### src/rtl/lsnn_array.sv
// N-neuron adaptive leaky integrate-and-fire array. One shared update datapath
// is time-multiplexed over the neurons, one neuron per cycle after each step_i.
module lsnn_array #(
   parameter int W              = 8,
   parameter int N              = 4,
   parameter int DECAY_SHIFT    = 1,
   parameter int ADAPT_UP_SHIFT = 2,
   parameter int ALPHA_INC      = 1,
   parameter int ALPHA0         = 8,
   parameter int B0             = 8,
   parameter int REFRAC         = 2,
   parameter int IDXW           = (N > 1) ? $clog2(N) : 1
) (
   input  logic            clk,
   input  logic            rst_n,
   input  logic            step_i,
   input  logic [N*W-1:0]  in_cur_i,
   output logic            busy_o,
   output logic            done_o,
   output logic [N-1:0]    spikes_o,
   output logic            overrun_o,
   input  logic [IDXW-1:0] rd_sel_i,
   output logic [W-1:0]    thr_o,
   output logic [W-1:0]    vmem_o
);

   localparam int RW = (REFRAC > 0) ? $clog2(REFRAC + 1) : 1;
   localparam logic [W+1:0]  MAXV     = {2'b00, {W{1'b1}}};
   localparam logic [W-1:0]  B0_W     = W'(B0);
   localparam logic [W-1:0]  ALPHA0_W = W'(ALPHA0);
   localparam logic [W+1:0]  INC_W2   = (W+2)'(ALPHA_INC);
   localparam logic [RW-1:0] REFRAC_W = RW'(REFRAC);

   typedef enum logic [1:0] {
      S_IDLE   = 2'd0,
      S_UPDATE = 2'd1,
      S_DONE   = 2'd2
   } state_t;

   // Clamp a widened sum back into the W-bit unsigned range.
   function automatic logic [W-1:0] sat(input logic [W+1:0] x);
      if (x > MAXV) begin
         return MAXV[W-1:0];
      end else begin
         return x[W-1:0];
      end
   endfunction

   state_t          state_q, state_d;
   logic [IDXW-1:0] idx_q, idx_d;
   logic [N*W-1:0]  cur_q, cur_d;
   logic [W-1:0]    v_q [N];
   logic [W-1:0]    v_d [N];
   logic [W-1:0]    a_q [N];
   logic [W-1:0]    a_d [N];
   logic [RW-1:0]   rf_q [N];
   logic [RW-1:0]   rf_d [N];
   logic [N-1:0]    shadow_q, shadow_d;
   logic [N-1:0]    spikes_q, spikes_d;
   logic            busy_q, busy_d;
   logic            done_q, done_d;
   logic            overrun_q, overrun_d;
   logic [W-1:0]    thr_q, thr_d;
   logic [W-1:0]    vmem_q, vmem_d;

   logic [W-1:0]    cur_k, v_k, a_k, thr_k, vn_k, a_up_k, a_dec_k;
   logic [RW-1:0]   rf_k;
   logic            fire_k;

   // Shared neuron datapath for the neuron selected by idx_q.
   always_comb begin
      cur_k   = cur_q[int'(idx_q)*W +: W];
      v_k     = v_q[idx_q];
      a_k     = a_q[idx_q];
      rf_k    = rf_q[idx_q];
      thr_k   = sat({2'b00, B0_W} + {2'b00, a_k});
      vn_k    = sat({2'b00, cur_k} + ({2'b00, v_k} >> DECAY_SHIFT));
      a_up_k  = sat({2'b00, a_k} + ({2'b00, a_k} >> ADAPT_UP_SHIFT) + INC_W2);
      a_dec_k = (a_k >> 1) + (a_k >> 2);
      fire_k  = (rf_k == {RW{1'b0}}) && (vn_k >= thr_k);
   end

   // Sequencer and per-neuron state update; step_i outside IDLE only flags overrun.
   always_comb begin
      state_d   = state_q;
      idx_d     = idx_q;
      cur_d     = cur_q;
      v_d       = v_q;
      a_d       = a_q;
      rf_d      = rf_q;
      shadow_d  = shadow_q;
      spikes_d  = spikes_q;
      done_d    = 1'b0;
      overrun_d = overrun_q;
      case (state_q)
         S_IDLE: begin
            if (step_i) begin
               cur_d   = in_cur_i;
               idx_d   = {IDXW{1'b0}};
               state_d = S_UPDATE;
            end else begin
               state_d = S_IDLE;
            end
         end
         S_UPDATE: begin
            if (rf_k != {RW{1'b0}}) begin
               v_d[idx_q]      = {W{1'b0}};
               rf_d[idx_q]     = rf_k - RW'(1);
               a_d[idx_q]      = a_dec_k;
               shadow_d[idx_q] = 1'b0;
            end else if (fire_k) begin
               v_d[idx_q]      = {W{1'b0}};
               rf_d[idx_q]     = REFRAC_W;
               a_d[idx_q]      = a_up_k;
               shadow_d[idx_q] = 1'b1;
            end else begin
               v_d[idx_q]      = vn_k;
               a_d[idx_q]      = a_dec_k;
               shadow_d[idx_q] = 1'b0;
            end
            if (step_i) begin
               overrun_d = 1'b1;
            end else begin
               overrun_d = overrun_q;
            end
            if (idx_q == IDXW'(N - 1)) begin
               state_d = S_DONE;
            end else begin
               idx_d = idx_q + IDXW'(1);
            end
         end
         S_DONE: begin
            spikes_d = shadow_q;
            done_d   = 1'b1;
            state_d  = S_IDLE;
            if (step_i) begin
               overrun_d = 1'b1;
            end else begin
               overrun_d = overrun_q;
            end
         end
         default: begin
            state_d = S_IDLE;
         end
      endcase
      busy_d = (state_d != S_IDLE);
   end

   // Readback samples committed state every cycle, so it tracks a step in progress.
   always_comb begin
      if (int'(rd_sel_i) < N) begin
         thr_d  = sat({2'b00, B0_W} + {2'b00, a_q[rd_sel_i]});
         vmem_d = v_q[rd_sel_i];
      end else begin
         thr_d  = {W{1'b0}};
         vmem_d = {W{1'b0}};
      end
   end

   // State registers; rst_n is the active-high asynchronous reset of this codebase.
   always_ff @(posedge clk or posedge rst_n) begin
      if (rst_n) begin
         state_q   <= S_IDLE;
         idx_q     <= {IDXW{1'b0}};
         cur_q     <= {(N*W){1'b0}};
         for (int k = 0; k < N; k++) begin
            v_q[k]  <= {W{1'b0}};
            a_q[k]  <= ALPHA0_W;
            rf_q[k] <= {RW{1'b0}};
         end
         shadow_q  <= {N{1'b0}};
         spikes_q  <= {N{1'b0}};
         busy_q    <= 1'b0;
         done_q    <= 1'b0;
         overrun_q <= 1'b0;
         thr_q     <= sat({2'b00, B0_W} + {2'b00, ALPHA0_W});
         vmem_q    <= {W{1'b0}};
      end else begin
         state_q   <= state_d;
         idx_q     <= idx_d;
         cur_q     <= cur_d;
         v_q       <= v_d;
         a_q       <= a_d;
         rf_q      <= rf_d;
         shadow_q  <= shadow_d;
         spikes_q  <= spikes_d;
         busy_q    <= busy_d;
         done_q    <= done_d;
         overrun_q <= overrun_d;
         thr_q     <= thr_d;
         vmem_q    <= vmem_d;
      end
   end

   assign busy_o    = busy_q;
   assign done_o    = done_q;
   assign spikes_o  = spikes_q;
   assign overrun_o = overrun_q;
   assign thr_o     = thr_q;
   assign vmem_o    = vmem_q;

endmodule
### config.mk
export PLATFORM = sky130hd
export DESIGN_NAME = lsnn_array
export DESIGN_NICKNAME = d
export VERILOG_FILES = /design/src/rtl/lsnn_array.sv
export SDC_FILE = /design/constraint.sdc
export NUM_CORES = 1
export LEC_CHECK = 0
export BUFFER_PORTS_ARGS = -buffer_cell sky130_fd_sc_hd__buf_4
export CAP_MARGIN = 20
export CELL_PAD_IN_SITES_DETAIL_PLACEMENT = 0
export CELL_PAD_IN_SITES_GLOBAL_PLACEMENT = 1
export CORE_ASPECT_RATIO = 1.25
export CORE_MARGIN = 4
export CORE_UTILIZATION = 45
export DETAILED_ROUTE_END_ITERATION = 8
export PLACE_DENSITY = 0.76
export SKIP_CTS_REPAIR_TIMING = 1
export SYNTH_ARGS = -nofsm -noshare
export SYNTH_HDL_FRONTEND = slang
export SYNTH_SLANG_ARGS = --single-unit
export TNS_END_PERCENT = 20
### constraint.sdc
create_clock -name clk -period 5.3 [get_ports clk]
set_input_delay 1.06 -clock clk [delete_from_list [all_inputs] [get_ports clk]]
set_output_delay 1.06 -clock clk [all_outputs]
set_load 0.01 [all_outputs]
==> out/metrics.cfg <==
[run_status]
status = finished clean

[clock_network]
clockRootBuffer = clkbuf_16
cts.reportedPaths.clkPinSlew_ns = 0.06
clock_sinks = 135
clk_latency_ns = 0.43
cts_tree = done
numCtsBuffers = 17
clockBufferDepth = 2
cts_max_level = 4

[critical_path]
crit_path_end_kind = register
ff2ff_path_depth = 17
crit_fanout = 6
cp_data_required_time_ns = 5.56
worstReg2RegEnd = a_q[7]
crit_start = idx_q[0]
critPathKind = reg -> reg
cp.arrival_ns = 5.22
r2r_setup_slack_ns = 0.34
reg2reg_from = idx_q[0]
start_kind = register

[sta]
tns_ns = 0
min_period_ns = 4.96
maxSlewHeadroom = 0.293
rsz0062_at_grt = no
max_freq_mhz = 202
finalMaxSlewViolations = 0
skew_ns = 0.0116
whs_ns = 0.474
hold_viol = 0
post-route-period-util = 0.936
setup_viol = 0
worst_pin_slew_ns = 1.06

[grt]
grt_pass1_vias = 5231
grtUsageTotal = 0.197
antenna_found_initial = 0
grt_overflow = 0
grt_max_degree = 93
grt_pass1_wl_um = 27300

[synthesis]
netlist_top_cells_count = dfrtp_1 (130), mux2_2 (57), nand2_1 (46)
yosys-top-cells-area = dfrtp_1 (44%), mux4_2 (13%), mux2_2 (8.8%)
synthCells = 578
synth_area_um2 = 7330
ys.warnings.count = 0
synth_top_area_share = 0.444
ys_seq_area_frac = 0.462
yosys_most_used_dff = dfrtp_1
synth_edf_count = 0
synth_area_per_cell_um2 = 12.7
ys_ff_latch = 135
async_reset_ff_frac = 1.00
yosysMostFrequentCell = dfrtp_1
syn-num-nets = 659
synth_top_area_cell = dfrtp_1
netlist-cell-type-count = 63

[hold_path]
worstHoldPathType = reg -> reg
hold_depth = 2

[cells_and_area]
drive_above_1_share = 0.337
final_util = 0.546
n_fill_cell = 1372
stdcell_count = 865
area_growth_pct = 17.3
layout.nets = 721
diodes = 0
final_area_um2 = 8600

[routing]
wirelength_um = 16800
post_drt_wl_per_cell_um = 19.4
num_vias = 4929
drc = 0
vias_per_cell = 5.70
drtPass1Iterations = 4
drt.antenna.violating_nets = 0
drtIter0Drc = 276

[placement]
placed_cell_area_um2 = 8020
place_inst = 831
gpl.final_weighted_congestion = 0.925
portBuffers = 59
dpl.hpwl_um = 11700

[floorplan]
die-area_um2 = 18400
core-area_um2 = 15800
die_y_um = 151
die-width_um = 122
rows = 51
start_util = 0.465
ios = 60

[power_and_ir_drop]
p_leak_nw = 3.91
sw_frac_of_total = 0.419
power.switching_mw = 2.73
clkPwrFrac = 0.174
power_density_nw_per_um2 = 759
intPower_mw = 3.79
p_seq_frac = 0.263
vdd_drop_max_uv = 286
combinationalPowerShare = 0.563

[run]
maxCapViolations = 0

==> cell type report <==
| cell class | count | area, µm² | share of cell area |
|---|---|---|---|
| Clock inverter | 15 | 143 | 0.0166 |
| Timing Repair Buffer | 69 | 543 | 0.0631 |
| Inverter | 26 | 103 | 0.0119 |
| Tap cell | 212 | 265 | 0.0308 |
| Clock buffer | 17 | 425 | 0.0495 |
| Sequential cell | 135 | 3390 | 0.394 |
| Multi-Input combinational cell | 391 | 3730 | 0.434 |
==> per-layer routing <==
layer,share of wire,vias to the layer above,track usage,wire length (µm)
met5,0,-,0,0
met4,0.015,0,0.0717,257
met3,0.043,14,0.0421,722
met2,0.53,109,0.353,8930
met1,0.41,2504,0.233,6870
li1,-,2302,-,-
==> power by group through the flow <==
stage | sequential (mW) | combinational (mW) | clock, mW
5_1_grt | 1.77 | 4.10 | 1.20
3_5_place_dp | 1.73 | 3.68 | 0
3_3_place_gp | 1.70 | 3.60 | 0
6_report | 1.71 | 3.68 | 1.13
2_1_floorplan | 1.67 | 2.75 | 0
4_1_cts | 1.72 | 3.69 | 1.16
==> worst max path at each step <==
stage	end	slack [ns]	cells past startpoint
floorplan	a_q[6]	0.31	18
global placement	a_q[22]	0.34	15
detailed placement	a_q[7]	0.19	16
CTS	a_q[7]	0.18	16
global route	a_q[7]	0.03	17
finish	a_q[7]	0.34	17
==> cell usage in the layout (no fill, tap or decap), drive strengths merged, types with 4 or more instances in the layout <==
cell | synthesis | routed
a21oi | 13 | 13
inv | 26 | 34
nor2b | 8 | 8
a32oi | 4 | 4
clkbuf | 13 | 17
nor2 | 22 | 22
nand2b | 10 | 10
o31ai | 7 | 7
o21a | 5 | 5
xnor2 | 6 | 6
ha | 41 | 41
mux2 | 57 | 57
xor2 | 4 | 4
mux4 | 41 | 41
a22o | 38 | 38
nand2 | 46 | 46
o21ai | 24 | 24
clkinv | 0 | 5
dfstp | 5 | 5
dfrtp | 130 | 130
nand3 | 10 | 10
buf | 13 | 69
==> per-stage QoR <==
stage               worst slack (ns)  power, mW
floorplan                      0.312       4.41
global placement               0.336       5.30
detailed placement             0.192       5.40
CTS                            0.177       6.56
global route                  0.0257       7.07
finish                         0.341       6.53
==> logic make-up (layout without fill, tap and decap cells) <==
group	after synthesis	count (layout)	share of synthesized area
AO/OA/AOI/OAI	120	120	0.122
XOR/XNOR	10	10	0.0119
adder cells (fa/ha/maj)	45	45	0.0795
buffers and inverters	52	127	0.0287
flip-flops	135	135	0.462
multiplexers	100	100	0.216
AND/OR/NAND/NOR	116	116	0.0801
==> flip-flops by register name (all words and copies together), names as in the netlist, named ones only <==
register   count
done_o         1
busy_o         1
cur_q         32
v_q           32
thr_o          8
state_q        2
overrun_o      1
idx_q          2
rf_q           8
spikes_o       4
vmem_o         8
a_q           32
==> worst max-delay path: stages, from the launching register on <==
cell	delay, ns
dfrtp_2	0.48
mux4_2	0.53
ha_1	0.24
fa_1	0.40
a21o_1	0.19
a21oi_1	0.20
o21ai_0	0.15
o211ai_1	0.24
buf_4	0.17
nand2_1	0.15
ha_1	0.35
a211o_1	0.12
a31oi_1	0.05
o41ai_2	0.50
buf_4	0.22
nand3_1	0.24
nor4_4	0.44
o31ai_1	0.13
(Power assumes the default switching activity.)
